## src/rtl/obi_bram_bridge_if.sv

```systemverilog
// Core-side memory port of the BRAM bridge: req/gnt request channel plus
// the in-order rvalid/rdata response channel.
interface obi_bram_bridge_if;
  logic        req_i;
  logic [31:0] addr_i;
  logic        we_i;
  logic [3:0]  be_i;
  logic [31:0] wdata_i;
  logic        gnt_o;
  logic        rvalid_o;
  logic [31:0] rdata_o;

  modport master (
    output req_i, addr_i, we_i, be_i, wdata_i,
    input  gnt_o, rvalid_o, rdata_o
  );

  modport slave (
    input  req_i, addr_i, we_i, be_i, wdata_i,
    output gnt_o, rvalid_o, rdata_o
  );
endinterface

```

## src/rtl/obi_bram_bridge.sv

```systemverilog
// Bridges a core req/gnt/rvalid memory port onto BRAM port B: address window
// decode, BRAM reset/busy start-up sequencing, fixed-latency in-order responses.
module obi_bram_bridge #(
  parameter logic [31:0] ADDR_BASE    = 32'h0000_2600,
  parameter int unsigned MEM_BYTES    = 6656,
  parameter int unsigned READ_LATENCY = 1,
  parameter int unsigned RST_CYCLES   = 4,
  parameter logic [31:0] ERR_DATA     = 32'hDEAD_BEEF
) (
  input  logic                     clk,
  input  logic                     rst_n,
  obi_bram_bridge_if.slave         bus,
  output logic                     err_o,
  output logic                     ready_o,
  output logic                     bram_clkb,
  output logic                     bram_enb,
  output logic                     bram_rstb,
  output logic [3:0]               bram_web,
  output logic [31:0]              bram_addrb,
  output logic [31:0]              bram_dinb,
  input  logic                     bram_rstb_busy,
  input  logic [31:0]              bram_doutb
);

  typedef enum logic [1:0] {S_RST, S_WAIT, S_RUN} state_t;

  typedef struct packed {
    logic valid;
    logic err;
    logic we;
  } resp_t;

  localparam int unsigned CNT_W     = (RST_CYCLES > 1) ? $clog2(RST_CYCLES) : 1;
  localparam logic [CNT_W-1:0] CNT_LAST = CNT_W'(RST_CYCLES - 1);
  localparam logic [31:0] MEM_LIMIT = 32'(MEM_BYTES);

  state_t          state_q, state_d;
  logic [CNT_W-1:0] rst_cnt_q;
  resp_t           pipe_q [READ_LATENCY];
  resp_t           resp_out;
  logic            err_q;
  logic [31:0]     off;
  logic            in_range;
  logic            gnt;

  assign bram_clkb = clk;

  // Unsigned subtraction: addresses below the base wrap to huge offsets and
  // fall out of range without a separate lower-bound compare.
  assign off      = bus.addr_i - ADDR_BASE;
  assign in_range = (off < MEM_LIMIT);
  assign gnt      = (state_q == S_RUN) && bus.req_i && !bram_rstb_busy;

  // NOTE: sequential state uses non-blocking (<=) so every register samples
  // pre-edge values regardless of process ordering.
  always_ff @(posedge clk or negedge rst_n) begin
    if (!rst_n) begin
      state_q <= S_RST;
    end else begin
      state_q <= state_d;
    end
  end

  always_ff @(posedge clk or negedge rst_n) begin
    if (!rst_n) begin
      rst_cnt_q <= '0;
    end else if (state_q == S_RST && rst_cnt_q != CNT_LAST) begin
      rst_cnt_q <= rst_cnt_q + 1'b1;
    end
  end

  // NOTE: every output of an always_comb gets a default first, so no path
  // leaves a value unassigned and no latch is inferred.
  always_comb begin
    state_d   = state_q;
    bram_rstb = 1'b0;
    ready_o   = 1'b0;
    unique case (state_q)
      S_RST: begin
        bram_rstb = 1'b1;
        if (rst_cnt_q == CNT_LAST) state_d = S_WAIT;
      end
      S_WAIT: begin
        if (!bram_rstb_busy) state_d = S_RUN;
      end
      S_RUN: begin
        ready_o = 1'b1;
      end
      default: state_d = S_RST;
    endcase
  end

  always_comb begin
    bram_enb   = 1'b0;
    bram_web   = 4'h0;
    bram_addrb = 32'h0;
    bram_dinb  = 32'h0;
    if (gnt && in_range) begin
      bram_enb   = 1'b1;
      bram_web   = bus.we_i ? bus.be_i : 4'h0;
      bram_addrb = off & ~32'h3;
      bram_dinb  = bus.wdata_i;
    end
  end

  // NOTE: the response pipeline is a handful of flops, so it is cleared on
  // reset; that is what flushes in-flight responses. A real RAM array would not be.
  always_ff @(posedge clk or negedge rst_n) begin
    if (!rst_n) begin
      for (int i = 0; i < int'(READ_LATENCY); i++) pipe_q[i] <= '0;
    end else begin
      pipe_q[0] <= '{valid: gnt, err: gnt && !in_range, we: bus.we_i};
      for (int i = 1; i < int'(READ_LATENCY); i++) pipe_q[i] <= pipe_q[i-1];
    end
  end

  always_ff @(posedge clk or negedge rst_n) begin
    if (!rst_n) begin
      err_q <= 1'b0;
    end else if (gnt && !in_range) begin
      err_q <= 1'b1;
    end
  end

  assign resp_out     = pipe_q[READ_LATENCY-1];
  assign err_o        = err_q;
  assign bus.gnt_o    = gnt;
  assign bus.rvalid_o = resp_out.valid;

  always_comb begin
    bus.rdata_o = 32'h0;
    if (resp_out.valid) begin
      if (resp_out.err)      bus.rdata_o = ERR_DATA;
      else if (!resp_out.we) bus.rdata_o = bram_doutb;
    end
  end

endmodule

```

## src/flat_wrapper.sv

```systemverilog
// flat-port wrapper written by rule: the top's interface ports become plain ports
module obi_bram_bridge_flat 
#(
  parameter logic [31:0] ADDR_BASE    = 32'h0000_2600,
  parameter int unsigned MEM_BYTES    = 6656,
  parameter int unsigned READ_LATENCY = 1,
  parameter int unsigned RST_CYCLES   = 4,
  parameter logic [31:0] ERR_DATA     = 32'hDEAD_BEEF
)
  (clk, rst_n, err_o, ready_o, bram_clkb, bram_enb, bram_rstb, bram_web, bram_addrb, bram_dinb, bram_rstb_busy, bram_doutb, bus_req_i, bus_addr_i, bus_we_i, bus_be_i, bus_wdata_i, bus_gnt_o, bus_rvalid_o, bus_rdata_o);
  obi_bram_bridge_if bus_i ();
  input  logic clk;
  input  logic rst_n;
  output logic err_o;
  output logic ready_o;
  output logic bram_clkb;
  output logic bram_enb;
  output logic bram_rstb;
  output logic [3:0] bram_web;
  output logic [31:0] bram_addrb;
  output logic [31:0] bram_dinb;
  input  logic bram_rstb_busy;
  input  logic [31:0] bram_doutb;
  input wire logic [$bits(bus_i.req_i)-1:0] bus_req_i;
  input wire logic [$bits(bus_i.addr_i)-1:0] bus_addr_i;
  input wire logic [$bits(bus_i.we_i)-1:0] bus_we_i;
  input wire logic [$bits(bus_i.be_i)-1:0] bus_be_i;
  input wire logic [$bits(bus_i.wdata_i)-1:0] bus_wdata_i;
  output wire logic [$bits(bus_i.gnt_o)-1:0] bus_gnt_o;
  output wire logic [$bits(bus_i.rvalid_o)-1:0] bus_rvalid_o;
  output wire logic [$bits(bus_i.rdata_o)-1:0] bus_rdata_o;
  assign bus_i.req_i = bus_req_i;
  assign bus_i.addr_i = bus_addr_i;
  assign bus_i.we_i = bus_we_i;
  assign bus_i.be_i = bus_be_i;
  assign bus_i.wdata_i = bus_wdata_i;
  assign bus_gnt_o = bus_i.gnt_o;
  assign bus_rvalid_o = bus_i.rvalid_o;
  assign bus_rdata_o = bus_i.rdata_o;
  obi_bram_bridge #(.ADDR_BASE(ADDR_BASE), .MEM_BYTES(MEM_BYTES), .READ_LATENCY(READ_LATENCY), .RST_CYCLES(RST_CYCLES), .ERR_DATA(ERR_DATA)) u_core (.clk(clk), .rst_n(rst_n), .bus(bus_i), .err_o(err_o), .ready_o(ready_o), .bram_clkb(bram_clkb), .bram_enb(bram_enb), .bram_rstb(bram_rstb), .bram_web(bram_web), .bram_addrb(bram_addrb), .bram_dinb(bram_dinb), .bram_rstb_busy(bram_rstb_busy), .bram_doutb(bram_doutb));
endmodule
```

## config.mk

```make
export PLATFORM = sky130hd
export DESIGN_NAME = obi_bram_bridge_flat
export DESIGN_NICKNAME = d
export VERILOG_FILES = /design/src/rtl/obi_bram_bridge_if.sv /design/src/rtl/obi_bram_bridge.sv /design/src/flat_wrapper.sv
export SDC_FILE = /design/constraint.sdc
export NUM_CORES = 1
export LEC_CHECK = 0
export CAP_MARGIN = 20
export CORE_AREA = 2 2 83 85
export CTS_CLUSTER_SIZE = 8
export DETAILED_ROUTE_END_ITERATION = 7
export DIE_AREA = 0 0 85 87
export GPL_ROUTABILITY_DRIVEN = 0
export PLACE_DENSITY = 0.86
export SETUP_SLACK_MARGIN = 0.1
export SYNTH_ARGS = -nofsm -noshare
export SYNTH_HDL_FRONTEND = slang
export SYNTH_SLANG_ARGS = --single-unit
```

## constraint.sdc

```tcl
create_clock -name clk -period 4.77 [get_ports clk]
set_input_delay 0.7155 -clock clk [delete_from_list [all_inputs] [get_ports clk]]
set_output_delay 0.7155 -clock clk [all_outputs]
set_load 0.05 [all_outputs]
```

Yosys cells after proc, flatten, opt, wreduce, memory -nomap -nowiden
Index checks and enable logic that the tools add are counted.
{"block": "op_classes", "n_mux": 13, "eq_ne": 6, "reduce_logical": 9, "magnitude_cmp": 1, "n_addsub": 2, "bitwise": 1}
{"operator": "32-bit two-way mux", "n": 5}
{"operator": "32-bit by 13-bit less-than comparator with 1-bit output (second input constant)", "n": 1}
{"operator": "32-bit by 14-bit subtractor with 32-bit output (second input constant)", "n": 1}
{"operator": "4-bit two-way mux", "n": 2}
{"operator": "2-bit inequality test (second input constant)", "n": 3}
{"operator": "2-bit case mux with 3 select lines", "n": 1}
{"operator": "1-bit logical AND", "n": 5}
{"operator": "2-bit == test (second input constant)", "n": 2}
{"operator": "2-bit two-way mux", "n": 2}
{"operator": "1-bit two-way mux", "n": 3}
{"operator": "3-bit AND reduction", "n": 1}
{"operator": "2-bit by 1-bit adder with 2-bit output (second input constant)", "n": 1}
{"operator": "2-bit by 1-bit == test with 1-bit output (second input constant)", "n": 1}
{"operator": "1-bit zero test", "n": 2}
{"operator": "2-bit zero test", "n": 1}
{"operator": "1-bit inverter", "n": 1}
{"block": "word_totals", "regBits": 8, "inputBits": 105, "output_inout_bits": 107}

Longest topological paths before layout
Gate-level depths: netlist (run 1).
{"block": "logic_depth", "ltp_word": 5, "mapped_depth": 10, "mapped_depth_nobuf": 7}

==> results.json, run 1 <==
{
  "fin_setup_tns_ns": 0,
  "dp_hpwl_mm": 6.816,
  "pin_count": 212,
  "required_ns": 4.05,
  "mostFrequentLayoutCells": "clkdlybuf4s50_1 (140), buf_12 (49), inv_1 (44), nor4_1 (29), a21o_1 (25)",
  "path_class": "primary input to output pin",
  "die_area_sq_mm": 0.007395,
  "die_w_um": 85,
  "status": "finished clean",
  "cts_tree": "yes",
  "synth_edf_count": 0,
  "grtUsageMet2": 0.3963,
  "ys_types": 48,
  "worst_pin_slew_ns": 0.8787,
  "dr.first_iter.drc_count": 93,
  "hold_viol_final": 0,
  "die_y_um": 87,
  "synthFlopType": "dfrtp_1",
  "syn_avg_cell_area_sq_um": 7.185,
  "routed_wl_mm": 8.396,
  "cp_max_fo": 48,
  "synthCells": 272,
  "grt.met1_usage": 0.2307,
  "yosysWarnings": 0,
  "period_share": 0.9455,
  "max_cap_violations": 0,
  "slew_viol_final": 0,
  "crit_path_end_kind": "output pin",
  "finClkSkew_ns": 0.003161,
  "final_cells": 523,
  "slew_headroom": 0.4142,
  "critical_path_arrival_ns": 3.79,
  "power_density_mw_per_mm2": 148.2,
  "drc": 0,
  "grtUsageTotal": 0.2057,
  "cts_setup_buffers": 0,
  "antenna_found_initial": 0,
  "startpoint_type": "primary input",
  "ys_seq_area_frac": 0.1024,
  "total_power_mw": 0.6421,
  "wl_per_cell_um": 16.05,
  "drive_gt1_frac": 0.1919,
  "synth_seq_cells": 8,
  "holdWs_ns": 0.4756,
  "cts_resized": 0,
  "setup_viol": 0,
  "grt_start_max_net_pins": 49,
  "row_count": 30,
  "syn_to_final_growth_pct": 121.6,
  "place_inst": 517,
  "clk_latency_ns": 0.33,
  "top_usage_layer": "met2",
  "peakVddDrop_mv": 0.2015,
  "synthesis.area_sq_mm": 0.001954,
  "via_per_inst": 4.994,
  "vias": 2612,
  "grt_pass1_vias": 2573,
  "power.leakage_nw": 1.878,
  "min_period_ns": 4.510,
  "ant_nets": 0,
  "cts.clk_slew.worst_paths_ns": 0.04,
  "r2r_cells": 3,
  "synthArstFlopShare": 1.000,
  "fmax_mhz": 221.7,
  "first_pass_iters": 4,
  "rsz0062_at_grt": "yes",
  "grtUsageMet3": 0.03886,
  "portBuffers": 188,
  "n_antenna_cell": 0,
  "grt_overflow_total": 0,
  "coreArea_sq_mm": 0.006569,
  "hp-class": "flip-flop to flip-flop",
  "r2r_slack_ns": 3.37,
  "crit_end": "bram_dinb[10]",
  "r2r-end": "u_core.rst_cnt_q[1]$_DFFE_PN0P_",
  "initial_core_util": 0.2975,
  "r2r_start": "u_core.rst_cnt_q[0]$_DFFE_PN0P_",
  "critPathLaunch": "bus_addr_i[9]",
  "grt_pass1_wl_mm": 12.52,
  "final_common_cell": "clkdlybuf4s50_1",
  "hold_buffers": 0,
  "num-nets-final": 552
}
==> metal layers <==
metal  vias to the layer above  share of wire
met4                         0          0.016
met3                        12          0.076
met5                         -              0
li1                       1267              -
met1                      1190           0.36
met2                       143           0.55
==> logic make-up after synthesis <==
logic type | share of synthesized area
adder cells (fa/ha/maj) | 0.01280
multiplexers | 0.01088
buffers and inverters | 0.2337
other | 0.001919
AO/OA/AOI/OAI | 0.1876
XOR/XNOR | 0.03137
flip-flops | 0.1024
AND/OR/NAND/NOR | 0.4193
==> flip-flops by register name, indices dropped and copies added (netlist names) <==
| signal | cells |
|---|---|
| u_core.rst_cnt_q | 2 |
| u_core.state_q | 2 |
| u_core.pipe_q | 2 |
| u_core.bus.rvalid_o | 1 |
| u_core.err_o | 1 |
==> critical path, stage by stage <==
cell and delay (ns):
clkdlybuf4s50_1 0.56, ha_1 0.40, o31ai_1 0.39, nand4_1 0.16, xor2_1 0.21, nor2b_1 0.17
nand4_1 0.12, buf_4 0.34, nor4_1 0.50, buf_12 0.22
==> per-stage QoR <==
stage	util	worst slack, ns	area (sq um)
6_report	0.6594	0.2601	4332
5_1_grt	0.6594	0.02771	4332
4_1_cts	0.6585	0.2974	4325
3_5_place_dp	0.6459	0.3044	4243
3_3_place_gp	0.6459	0.4356	4243
2_1_floorplan	-	0.4198	2029
==> worst min-delay path by stage <==
stage,start,end,slack (ns),cells past startpoint
after floorplan,rst_n,u_core.bus.rvalid_o$_DFF_PN0_,0.42,0
after global placement,u_core.rst_cnt_q[0]$_DFFE_PN0P_,u_core.rst_cnt_q[0]$_DFFE_PN0P_,0.46,1
after detailed placement,u_core.rst_cnt_q[0]$_DFFE_PN0P_,u_core.rst_cnt_q[0]$_DFFE_PN0P_,0.47,1
after CTS,u_core.rst_cnt_q[0]$_DFFE_PN0P_,u_core.rst_cnt_q[0]$_DFFE_PN0P_,0.48,1
after global routing,u_core.rst_cnt_q[0]$_DFFE_PN0P_,u_core.rst_cnt_q[0]$_DFFE_PN0P_,0.50,1
final,u_core.rst_cnt_q[0]$_DFFE_PN0P_,u_core.rst_cnt_q[0]$_DFFE_PN0P_,0.48,1
==> layout make-up <==
type                            instances  area [sq um]
Timing Repair Buffer                  191          2395
Fill cell                             498          2237
Multi-Input combinational cell        193          1379
Sequential cell                         8         200.2
Inverter                               44         165.2
Tap cell                               80         100.1
Clock buffer                            7         92.59
==> Yosys cell counts (3+ instances only) <==
master,instances,share of area
clkbuf_1,14,0.027
nor2_1,11,0.021
a21oi_1,4,0.010
nor4_2,20,0.13
inv_1,44,0.085
xnor2_1,4,0.018
o31ai_1,4,0.015
nand3_1,6,0.015
buf_4,25,0.096
dfrtp_1,8,0.10
and2_1,9,0.029
and4b_1,3,0.015
nor4_1,30,0.096
buf_2,5,0.013
nand3b_1,3,0.012
nor2b_1,4,0.013
nand2_1,7,0.013
nor3_1,4,0.010
a21o_1,25,0.096
nand4_1,5,0.016
xor2_1,3,0.013
==> where the power goes <==
part | internal [mW] | switching (mW)
clock network | 0.122 | 0.0698
logic | 0.147 | 0.206
registers | 0.0824 | 0.0141
No activity file was read; power rests on OpenSTA's default activity.
==> run 2, diff against run 1 <==
- CTS_BUF_LIST: not set -> sky130_fd_sc_hd__clkbuf_16
==> results.json, run 2 (synthesized netlist as in run 1, its figures left out) <==
{
  "status": "finished clean",
  "n_antenna_cell": 0,
  "ant_nets": 0,
  "cp_max_fo": 48,
  "mostFrequentLayoutCells": "clkdlybuf4s50_1 (140), buf_12 (49), inv_1 (44), nor4_1 (29), a21o_1 (25)",
  "pwr-share-comb": 0.463,
  "die_w_um": 85,
  "power.internal_mw": 0.4588,
  "crit_slowest_cell": "clkdlybuf4s50_1",
  "first_pass_iters": 4,
  "cts.clk_slew.worst_paths_ns": 0.04,
  "wl_per_cell_um": 16.28,
  "initial_core_util": 0.2975,
  "grt_pass1_vias": 2573,
  "die_y_um": 87,
  "fin_setup_tns_ns": 0,
  "reg.largest.list": "u_core.pipe_q (2), u_core.rst_cnt_q (2), u_core.state_q (2)",
  "drive_gt1_frac": 0.1919,
  "max_cap_violations": 0,
  "critical_path_arrival_ns": 3.80,
  "fmax_mhz": 221.4,
  "worst_pin_slew_ns": 0.8843,
  "seq_power_share": 0.128,
  "row_count": 30,
  "routed_wl_mm": 8.516,
  "peakVddDrop_mv": 0.2163,
  "slew_headroom": 0.4105,
  "num-nets-final": 552,
  "crit_path_end_kind": "output pin",
  "grt_overflow_total": 0,
  "dp_hpwl_mm": 6.816,
  "path_buf_inv": 3,
  "p_sw_mw": 0.3083,
  "r2r_cells": 3,
  "period_share": 0.9468,
  "hold_path_end": "u_core.rst_cnt_q[0]$_DFFE_PN0P_",
  "grtUsageTotal": 0.2095,
  "hold_buffers": 0,
  "hp-class": "flip-flop to flip-flop",
  "r2r_start": "u_core.rst_cnt_q[0]$_DFFE_PN0P_",
  "final_cells": 523,
  "dr.first_iter.drc_count": 106,
  "syn_to_final_growth_pct": 125.1,
  "min_period_ns": 4.516,
  "cts_setup_buffers": 0,
  "utilization": 0.6697,
  "p_clk_frac": 0.409,
  "via_per_inst": 5.057,
  "critPathTopFamily": "buffers and inverters",
  "grt_start_max_net_pins": 49,
  "cts_resized": 0,
  "power.leakage_nw": 1.909,
  "r2r_slack_ns": 3.38,
  "rsz0062_at_grt": "yes",
  "clk_latency_ns": 0.34,
  "grt_pass1_wl_mm": 12.61,
  "place_area_sq_mm": 0.004243,
  "fin_area_sq_mm": 0.004399,
  "vias": 2645,
  "whs_path_depth": 1,
  "finClkSkew_ns": 0.004336,
  "r2r-end": "u_core.rst_cnt_q[1]$_DFFE_PN0P_",
  "drc": 0,
  "startpoint_type": "primary input",
  "final_common_cell": "clkdlybuf4s50_1",
  "coreArea_sq_mm": 0.006569,
  "power_density_mw_per_mm2": 174.4,
  "slew_viol_final": 0,
  "cts_tree": "yes",
  "crit_path_frequent_cell": "nand4_1",
  "slowest_delay_ns": 0.56,
  "place_inst": 517,
  "crit_chain": "clkdlybuf4s50_1 -> ha_1 -> o31ai_1 -> nand4_1 -> xor2_1 -> nor2b_1 -> nand4_1 -> buf_4 -> nor4_1 -> buf_12",
  "die_area_sq_mm": 0.007395,
  "swShare": 0.4019,
  "required_ns": 4.05,
  "antenna_found_initial": 0,
  "setup_viol": 0,
  "hold_viol_final": 0,
  "hp-start": "u_core.rst_cnt_q[0]$_DFFE_PN0P_",
  "pin_count": 212,
  "path_class": "primary input to output pin",
  "portBuffers": 188
}
## run 2: cell counts in the layout (fill, tap and decap cells not counted)
Identical to the previous run, type by type.
## run 2: metrics by stage
step                      hold WS [ns]  setup slack (ns)  total power [mW]
final                           0.4844            0.2539            0.7671
after global routing            0.4991           0.02771            0.7956
after CTS                       0.4909            0.2974            0.7699
after detailed placement        0.4703            0.3044            0.4986
after global placement          0.4602            0.4356            0.4901
after floorplan                 0.4199            0.4198            0.3521
## run 2: layer usage
metal,share of wire,vias up,GRT usage
li1,-,1269,-
met1,0.36,1216,0.2334
met2,0.55,146,0.3991
met3,0.075,14,0.04360
met4,0.016,0,0.05916
met5,0,-,0
## run 2: how the worst max path moves through the flow
stage	startpoint	end	slack, ns	depth (start not counted)
floorplan	bus_addr_i[9]	bram_addrb[10]	0.42	8
global placement	bus_addr_i[9]	bram_web[0]	0.44	10
detailed placement	bus_addr_i[9]	bram_web[0]	0.30	10
CTS	bus_addr_i[9]	bram_web[0]	0.30	10
global route	bus_addr_i[9]	bram_web[1]	0.03	10
finish	bus_addr_i[9]	bram_web[0]	0.25	10
## run 2: power groups by stage
stage	Combinational [mW]	Clock, mW	Sequential (mW)
after global routing	0.373	0.323	0.0996
after CTS	0.355	0.318	0.0968
after floorplan	0.196	0.0452	0.111
after detailed placement	0.353	0.0484	0.0968
final	0.355	0.314	0.0981
after global placement	0.346	0.0484	0.0957
## run 2: area by class of cell
class,count,area [sq um]
timing repair buffer,191,2395
inverter,44,165.2
fill,488,2170
clock buffer,7,160.2
tap,80,100.1
multi-input combinational,193,1379
sequential,8,200.2
==> run 3, diff against run 2 <==
- HOLD_SLACK_MARGIN: not set -> 0.06
- SKIP_CTS_REPAIR_TIMING: not set -> 1
==> results of run 3 <==
Final layout, timing and power as in run 2 (identical DEF).
